<file path="src/rtl/symb_pll_lock_ctrl.sv">
// symb_pll_lock_ctrl
//   Sequencer and lock monitor for the symbol clock PLL divider block.
//   On start the requested ref/fbk/vco divide values are captured and driven
//   to the dividers. The dividers are held in reset, released, and given a
//   settle time. Edge counts of clk_ref_in and clk_fbk_in are then compared
//   over back-to-back windows to declare lock. Failed acquisitions are retried
//   until the retry limit is reached, which raises fault.
//
// Build option: SYMB_PLL_AUTO_RELOCK_EN
//   defined   - loss of lock re-enters LOAD with the same divider values
//   undefined - loss of lock returns to IDLE and waits for start
//
// Ports
//   clk, rs_n               system clock, async active-low reset
//   start                   1-cycle pulse, (re)starts acquisition
//   ref_req/fbk_req/vco_req requested divide values (captured on start)
//   win_len, tol            window length in clk cycles (0 -> 1), tolerance
//   clk_ref_in, clk_fbk_in  asynchronous comparator clocks (< clk/2)
//   ref_div/fbk_div/vco_div divide values to the dividers
//   div_rs                  active-high divider reset
//   locked, lock_lost       lock status and 1-cycle loss-of-lock pulse
//   fault                   acquisition gave up
//   state                   current state code
//
// state      | meaning
// IDLE   (0) | dividers held in reset, waiting for start
// LOAD   (1) | divide values applied, div_rs held for RS_CYC cycles
// SETTLE (2) | dividers running, waiting SETTLE_CYC cycles
// MEAS   (3) | measuring windows until LOCK_WINS consecutive good ones
// LOCKED (4) | locked, windows keep running to detect loss of lock
// FAULT  (5) | retries exhausted, held until start
module symb_pll_lock_ctrl #(
  parameter int SETTLE_CYC = 4096,
  parameter int LOCK_WINS  = 4,
  parameter int MAX_RETRY  = 3,
  parameter int RS_CYC     = 8
) (
  input  logic        clk,
  input  logic        rs_n,
  input  logic        start,
  input  logic [15:0] ref_req,
  input  logic [15:0] fbk_req,
  input  logic [15:0] vco_req,
  input  logic [15:0] win_len,
  input  logic [7:0]  tol,
  input  logic        clk_ref_in,
  input  logic        clk_fbk_in,
  output logic [15:0] ref_div,
  output logic [15:0] fbk_div,
  output logic [15:0] vco_div,
  output logic        div_rs,
  output logic        locked,
  output logic        lock_lost,
  output logic        fault,
  output logic [2:0]  state
);

  localparam logic [2:0] S_IDLE   = 3'd0;
  localparam logic [2:0] S_LOAD   = 3'd1;
  localparam logic [2:0] S_SETTLE = 3'd2;
  localparam logic [2:0] S_MEAS   = 3'd3;
  localparam logic [2:0] S_LOCKED = 3'd4;
  localparam logic [2:0] S_FAULT  = 3'd5;

  logic [2:0]  state_nxt;
  logic [15:0] tmr, tmr_nxt;
  logic [7:0]  good_cnt, good_nxt;
  logic [7:0]  retry_cnt, retry_nxt;
  logic        lost_nxt;
  logic        capture;

  // two synchronizer flops plus one history flop for rising-edge detect
  logic [2:0]  ref_sync, fbk_sync;
  logic        ref_edge, fbk_edge;

  logic [15:0] win_cnt;
  logic [15:0] ref_cnt, fbk_cnt;
  logic [15:0] ref_cnt_nx, fbk_cnt_nx;
  logic [15:0] cnt_diff;
  logic [15:0] win_len_eff;
  logic [7:0]  tol_q;
  logic        win_done, win_good;
  logic        meas_now, meas_nxt, win_end;

  assign ref_edge    = ref_sync[1] & ~ref_sync[2];
  assign fbk_edge    = fbk_sync[1] & ~fbk_sync[2];
  assign ref_cnt_nx  = (ref_edge && ref_cnt != 16'hFFFF) ? ref_cnt + 16'd1 : ref_cnt;
  assign fbk_cnt_nx  = (fbk_edge && fbk_cnt != 16'hFFFF) ? fbk_cnt + 16'd1 : fbk_cnt;
  assign cnt_diff    = (ref_cnt_nx >= fbk_cnt_nx) ? ref_cnt_nx - fbk_cnt_nx
                                                  : fbk_cnt_nx - ref_cnt_nx;
  assign win_len_eff = (win_len == 16'd0) ? 16'd1 : win_len;
  assign meas_now    = (state == S_MEAS) || (state == S_LOCKED);
  assign meas_nxt    = (state_nxt == S_MEAS) || (state_nxt == S_LOCKED);
  // win_cnt holds the cycles left in the window, including the current one
  assign win_end     = meas_now && (win_cnt == 16'd1);

  assign div_rs = (state == S_IDLE) || (state == S_LOAD);
  assign locked = (state == S_LOCKED);
  assign fault  = (state == S_FAULT);

  always_comb begin
    state_nxt = state;
    tmr_nxt   = tmr;
    good_nxt  = good_cnt;
    retry_nxt = retry_cnt;
    lost_nxt  = 1'b0;
    capture   = 1'b0;
    if (start) begin
      state_nxt = S_LOAD;
      tmr_nxt   = 16'(RS_CYC - 1);
      good_nxt  = 8'd0;
      retry_nxt = 8'd0;
      capture   = 1'b1;
    end else begin
      case (state)
        S_IDLE, S_FAULT: ;
        S_LOAD: begin
          if (tmr == 16'd0) begin
            state_nxt = S_SETTLE;
            tmr_nxt   = 16'(SETTLE_CYC - 1);
          end else begin
            tmr_nxt = tmr - 16'd1;
          end
        end
        S_SETTLE: begin
          if (tmr == 16'd0) state_nxt = S_MEAS;
          else              tmr_nxt   = tmr - 16'd1;
        end
        S_MEAS: begin
          if (win_done) begin
            if (win_good) begin
              good_nxt = good_cnt + 8'd1;
              if (good_nxt == 8'(LOCK_WINS)) state_nxt = S_LOCKED;
            end else begin
              good_nxt  = 8'd0;
              retry_nxt = retry_cnt + 8'd1;
              if (retry_nxt > 8'(MAX_RETRY)) begin
                state_nxt = S_FAULT;
              end else begin
                state_nxt = S_LOAD;
                tmr_nxt   = 16'(RS_CYC - 1);
              end
            end
          end
        end
        S_LOCKED: begin
          if (win_done && !win_good) begin
            lost_nxt = 1'b1;
            good_nxt = 8'd0;
`ifdef SYMB_PLL_AUTO_RELOCK_EN
            state_nxt = S_LOAD;
            tmr_nxt   = 16'(RS_CYC - 1);
            retry_nxt = 8'd0;
`else
            state_nxt = S_IDLE;
`endif
          end
        end
        default: state_nxt = S_IDLE;
      endcase
    end
  end

  always_ff @(posedge clk or negedge rs_n) begin
    if (!rs_n) begin
      state     <= S_IDLE;
      tmr       <= 16'd0;
      good_cnt  <= 8'd0;
      retry_cnt <= 8'd0;
      lock_lost <= 1'b0;
      ref_div   <= 16'd1;
      fbk_div   <= 16'd1;
      vco_div   <= 16'd1;
      ref_sync  <= 3'b000;
      fbk_sync  <= 3'b000;
      win_cnt   <= 16'd0;
      ref_cnt   <= 16'd0;
      fbk_cnt   <= 16'd0;
      tol_q     <= 8'd0;
      win_done  <= 1'b0;
      win_good  <= 1'b0;
    end else begin
      state     <= state_nxt;
      tmr       <= tmr_nxt;
      good_cnt  <= good_nxt;
      retry_cnt <= retry_nxt;
      lock_lost <= lost_nxt;
      ref_sync  <= {ref_sync[1:0], clk_ref_in};
      fbk_sync  <= {fbk_sync[1:0], clk_fbk_in};
      if (capture) begin
        ref_div <= ref_req;
        fbk_div <= fbk_req;
        vco_div <= vco_req;
      end
      if (!meas_nxt) begin
        // leaving measurement (or start): drop any window in progress
        win_cnt  <= 16'd0;
        ref_cnt  <= 16'd0;
        fbk_cnt  <= 16'd0;
        win_done <= 1'b0;
      end else if (!meas_now || win_end) begin
        // first window, or back-to-back restart; the ending window's verdict
        // includes edges seen in its last cycle
        win_done <= win_end;
        if (win_end) win_good <= (cnt_diff <= {8'd0, tol_q});
        win_cnt  <= win_len_eff;
        ref_cnt  <= 16'd0;
        fbk_cnt  <= 16'd0;
        tol_q    <= tol;
      end else begin
        win_done <= 1'b0;
        win_cnt  <= win_cnt - 16'd1;
        ref_cnt  <= ref_cnt_nx;
        fbk_cnt  <= fbk_cnt_nx;
      end
    end
  end

endmodule

</file>
<file path="config.mk">
export PLATFORM = sky130hd
export DESIGN_NAME = symb_pll_lock_ctrl
export DESIGN_NICKNAME = d
export VERILOG_FILES = /design/src/rtl/symb_pll_lock_ctrl.sv
export SDC_FILE = /design/constraint.sdc
export NUM_CORES = 1
export LEC_CHECK = 0
export ABC_CLOCK_PERIOD_IN_PS = 10000
export BUFFER_PORTS_ARGS = -buffer_cell sky130_fd_sc_hd__buf_2
export CAP_MARGIN = 25
export CORE_ASPECT_RATIO = 0.75
export CORE_MARGIN = 1
export CORE_UTILIZATION = 50
export DETAILED_ROUTE_END_ITERATION = 6
export PLACE_DENSITY = 0.78
export SYNTH_ARGS = -nofsm -noshare
export SYNTH_HDL_FRONTEND = slang
export SYNTH_SLANG_ARGS = --single-unit
export TNS_END_PERCENT = 10
</file>
<file path="constraint.sdc">
create_clock -name clk -period 10 [get_ports clk]
set_input_delay 0.5 -clock clk [delete_from_list [all_inputs] [get_ports clk]]
set_output_delay 0.5 -clock clk [all_outputs]
set_load 0.1 [all_outputs]
</file>
Word-level counts from Yosys, hierarchy flattened

Index checks and enable logic that the tools add are counted.
Widths: inputs -> output; s select.

Register bits after elaboration: 148
Logic and storage cells: 112
Output and inout port bits: 55
Bits of input ports: 77

Reduce and logical (&&, ||, !) cells: 23
Add/subtract/negate cells: 8
Equality and inequality tests: 17
Mux-type cells: 41
Bitwise gates (word level): 4
Order comparisons: 3

Operators with widths:

| cell                  | number |
|---|---|
| $mux 16               | 16 |
| $mux 8                | 8 |
| $pmux 16 s3           | 1 |
| $add 16x1->16 const B | 2 |
| $logic_not 16->1      | 2 |
| $ne 16x16->1 const B  | 2 |
| $sub 16x1->16 const B | 2 |
| $sub 16x16->16        | 2 |
| $mux 3                | 8 |
| $add 8x1->8 const B   | 2 |
| $eq 16x1->1 const B   | 1 |
| $ge 16x16->1          | 1 |
| $le 16x8->1           | 1 |
| $pmux 8 s2            | 1 |
| $pmux 3 s5            | 1 |
| $ne 3x3->1 const B    | 4 |
| $eq 3x2->1 const B    | 3 |
| $eq 3x3->1 const B    | 3 |
| $reduce_and 3->1      | 3 |
| $eq 8x3->1 const B    | 1 |
| $gt 8x2->1 const B    | 1 |
| $mux 1                | 6 |
| $reduce_and 5->1      | 1 |
| $logic_and 1x1->1     | 4 |
| 13 further kinds      | 20 |

Logic depth before layout (Yosys ltp)

Depth after elaboration: 10
Gate-level depth with buffers: 33
Mapped depth without buffers: 29

Worst setup path after synthesis

OpenSTA, ideal clock, no wires.

Path type: register -> register
Start: register ref_cnt[0]
End: register win_good
Buffers on the path: 4
Required time: 9908 ps
Stages on the path, launching flop included: 34
Data arrival time: 6079 ps
Slack: 3829 ps
Setup time: 92 ps
Clock period less this slack: 6171 ps
Cell sequence: dfrtp_1 > ha_1 > nand3_1 > or3_1 > and2_0 > and3_1 > and4_1 > clkbuf_1 > nand3_1 > xor2_1 > inv_1 > ha_1 > clkbuf_1 > nand2_1 > o211ai_1 > a211oi_1 > nor2_1 > a211oi_1 > o21ai_1 > o21ai_2 > buf_6 > buf_2 > mux2i_1 > ha_1 > nor2b_1 > o21a_1 > o21ai_0 > nand2b_1 > a21oi_1 > nor2_1 > a211oi_1 > a21oi_1 > a2111o_1 > o31ai_2

Word-level cells in the longest chain between the ends: 6
Elaborated cells on any way between the ends: 9
Those cells by class: add/sub (3); order compare (2); eq/ne (1); mux (2); reduce/logical (1)

RTL lines:

| item                                                                  | RTL line | text |
|---|---|---|
| start, declared                                                       | 77       | `logic [15:0] ref_cnt, fbk_cnt;` |
| start signal, assigned                                                | 213      | `ref_cnt <= ref_cnt_nx;` |
| parallel branches: the longest is 2 deep, another holds $add 16x1->16 | n/a      |  |
| $mux 16 (*)                                                           | 87       | `assign ref_cnt_nx = (ref_edge && ref_cnt != 16'hFFFF) ? ref_cnt + 16'd1 : ref_cnt;` |
| $sub 16x16->16, or another cell as far along                          | 90       | `: fbk_cnt_nx - ref_cnt_nx;` |
| $mux 16 (*)                                                           | 89       | `assign cnt_diff = (ref_cnt_nx >= fbk_cnt_nx) ? ref_cnt_nx - fbk_cnt_nx` |
| $le 16x8->1 (*)                                                       | 205      | `if (win_end) win_good <= (cnt_diff <= {8'd0, tol_q});` |
| end signal, assigned                                                  | 205      |  |
| end, declared                                                         | 82       | `logic win_done, win_good;` |

Mark *: on every way between the ends.
A chain may end at the register's enable or synchronous reset.

Worst setup path after layout

Same ends and word-level chain as after synthesis.

==> results.tsv <==
metric	value	unit
die_h	117.6	um
antenna_found_initial	1	
synth_fp_nets	1066	
synth_seq_cells	148	
initial_utilization	51.98	%
clock.fmax	0.1492	GHz
fp-row-count	41	
synth_simple_gate_area_share	17.91	%
outcome	completed	
crit_slowest_cell	o21ai_2	
crit_fanout	14	
fin_skew	9.708	ps
hpwl	16.27	mm
avgSynthCellArea	9.464	um2
grtUsageMet1	36.30	%
drive_above_1_share	23.16	%
area_growth	16.98	%
grt_max_degree	92	
grt_pass1_vias	7111	
syn_inst	941	
synth_top_family_by_area	simple AND/OR/NAND/NOR gates	
ys.warnings.count	0	
ctsHoldBuffers	0	
slew_violations	0	
cts-root-buf	clkbuf_16	
period_share	67.04	%
dr.pass1.iters	5	
dieArea	0.01836	mm2
wire_per_inst	16.64	um
r2r_start	ref_cnt[0]	
overflow	0	
io_buffer_count	131	
fin_area	0.01042	mm2
worst_ep_arrival_time	7040	ps
top_usage_layer	met1	
ant_nets	0	
rsz0062_at_grt	false	
async_flop_share	100.0	%
pre_cts_ws	3081	ps
synth_area_leaders	dfrtp_1 41%, mux2_2 6.7%, ha_1 6.5%	
cts_resized	0	
grt_pass1_wl	36.13	mm
hold_viol	0	
setup_viol	0	
drcViolationCount	0	
cts_buffer_depth	2	
gp_congestion	0.9719	
max_stage_delay	560	ps
hp-class	primary input to async pin	
relSlewSlack	30.89	%
total_power	0.001648	W
synth_xor_xnor_area_share	6.491	%
met2_usage	35.71	%
worstSetupPathType	flop to flop	
vias	7424	
use_met3	6.591	%
synthAdderAreaFrac	7.263	%
grt_util_all_layers	24.77	%
fp.dieW	156.1	um
synth_compound_area_share	14.16	%
min_period	6704	ps
placed_cell_area	0.009768	mm2
crit_path_end_kind	flop	
core-area	0.01713	mm2
post_drt_via_cell_ratio	5.659	
setup_ws	3296	ps
nNetsFinal	1187	
io-pin-count	132	
synth.distinct_cells	79	
cts_sinks	148	
synth_ff_type	dfrtp_1	
drtIter0Drc	697	
wl	21.84	mm
clkTransAtPathRegs	70	ps
numCtsBuffers	17	
insertion_delay	430	ps
cp.required	10340	ps
p_leak	5.135	nW
yosysTopAreaCellShare	40.74	%
power.density	158.2	mW/mm2
tightestPinTransition	1024	ps
postCtsSetupRepairBufs	0	
synth.cell_area	0.008906	mm2
vdd_ir_drop_max	0.1116	mV
synth-seq-area-share	41.63	%
synthMuxAreaShare	8.443	%
startpoint_type	flop	
synth_top_area_cell	dfrtp_1	
drv_cap	0	
htreeDepth	4	
synth_edf_count	0	
tritoncts	built	
setup_tns	0	ps
crit_start	ref_cnt[0]	
[where the power goes]
group | internal, W | switching [W] | total [W]
sequential | 0.000633 | 0.0000164 | 0.000650
combinational | 0.0000755 | 0.000232 | 0.000307
clock | 0.000405 | 0.000286 | 0.000692
total | 0.00111 | 0.000534 | 0.00165
[worst max-delay path, delay by kind of cell (launching register included)]
family	cells	cell delay, ps
AO/OA/AOI/OAI	12	2540
XOR/XNOR	1	230
adder cells (fa/ha/maj)	3	1030
buffers and inverters	1	70
flip-flops	1	410
multiplexers	1	270
AND/OR/NAND/NOR	11	2010
[final timing paths]
check | endpoint | slack [ps] | cells past startpoint
max in group asynchronous | fbk_cnt[3] | 8570 | 2
max | win_good | 3300 | 29
min in group clk | ref_sync[0] | 180 | 1
min reg2reg | fbk_sync[1] | 350 | 0
max reg2reg | win_good | 3300 | 29
min | tol_q[6] | 120 | 1
[per-stage QoR]
| stage | util, % | std cells | hold slack [ps] |
|---|---|---|---|
| after floorplan | - | 941 | 204.4 |
| after global placement | 57.01 | 1278 | 337.6 |
| after detailed placement | 57.01 | 1278 | 336.4 |
| after CTS | 60.73 | 1310 | 165.5 |
| after global routing | 60.81 | 1312 | 156.9 |
| final | 60.81 | 1312 | 120.0 |
[flip-flops by register name (all words and copies together), names as in the netlist, 8 cells and up]
signal / cells
fbk_cnt: 16
win_cnt: 16
ref_cnt: 16
ref_div: 16
tmr: 16
good_cnt: 8
fbk_div: 16
retry_cnt: 8
tol_q: 8
vco_div: 16
[routing by layer]
layer	up-vias	part of all wire, %
met4	0	1.7
met2	258	43
li1	3545	-
met5	-	0
met1	3587	48
met3	34	7.4
[cell type report]
| type | instances | area (um2) |
|---|---|---|
| fill | 1483 | 6715 |
| sequential | 148 | 3707 |
| clock buffer | 17 | 425.4 |
| antenna | 1 | 2.502 |
| multi-input combinational | 698 | 4837 |
| timing repair buffer | 138 | 718.2 |
| tap | 236 | 295.3 |
| inverter | 59 | 221.5 |
| clock inverter | 15 | 211.5 |
[Yosys cell counts, types with 14 or more instances]
library cell  instances
dfrtp_1             145
nor2_1              105
o21ai_0              61
inv_1                59
nand2_1              57
mux2_2               53
a21oi_1              47
ha_1                 46
xnor2_1              33
xor2_1               33
clkbuf_1             30
nand3_1              29
a211oi_1             20
a21o_1               16
and3_1               15
nor4_1               15
mux2i_1              14
nand4_1              14
nor3_1               14
[logic make-up after synthesis]
group	Yosys count
fa+ha+maj	51
xor+xnor	66
mux	68
flops	148
simple gates	315
buf+inv	95
compound gates	198
[cells in the final DEF, fill, tap and decap left out, drive strengths merged, types with 16 or more instances in the layout]
cell type	n
dfrtp	145
buf	138
nor2	106
inv	67
o21ai	65
nand2	59
mux2	54
a21oi	49
ha	46
xor2	33
xnor2	33
nand3	29
a211oi	21
nor4	18
clkbuf	17
a21o	16
Note: power is estimated with default switching activity, not from simulation.
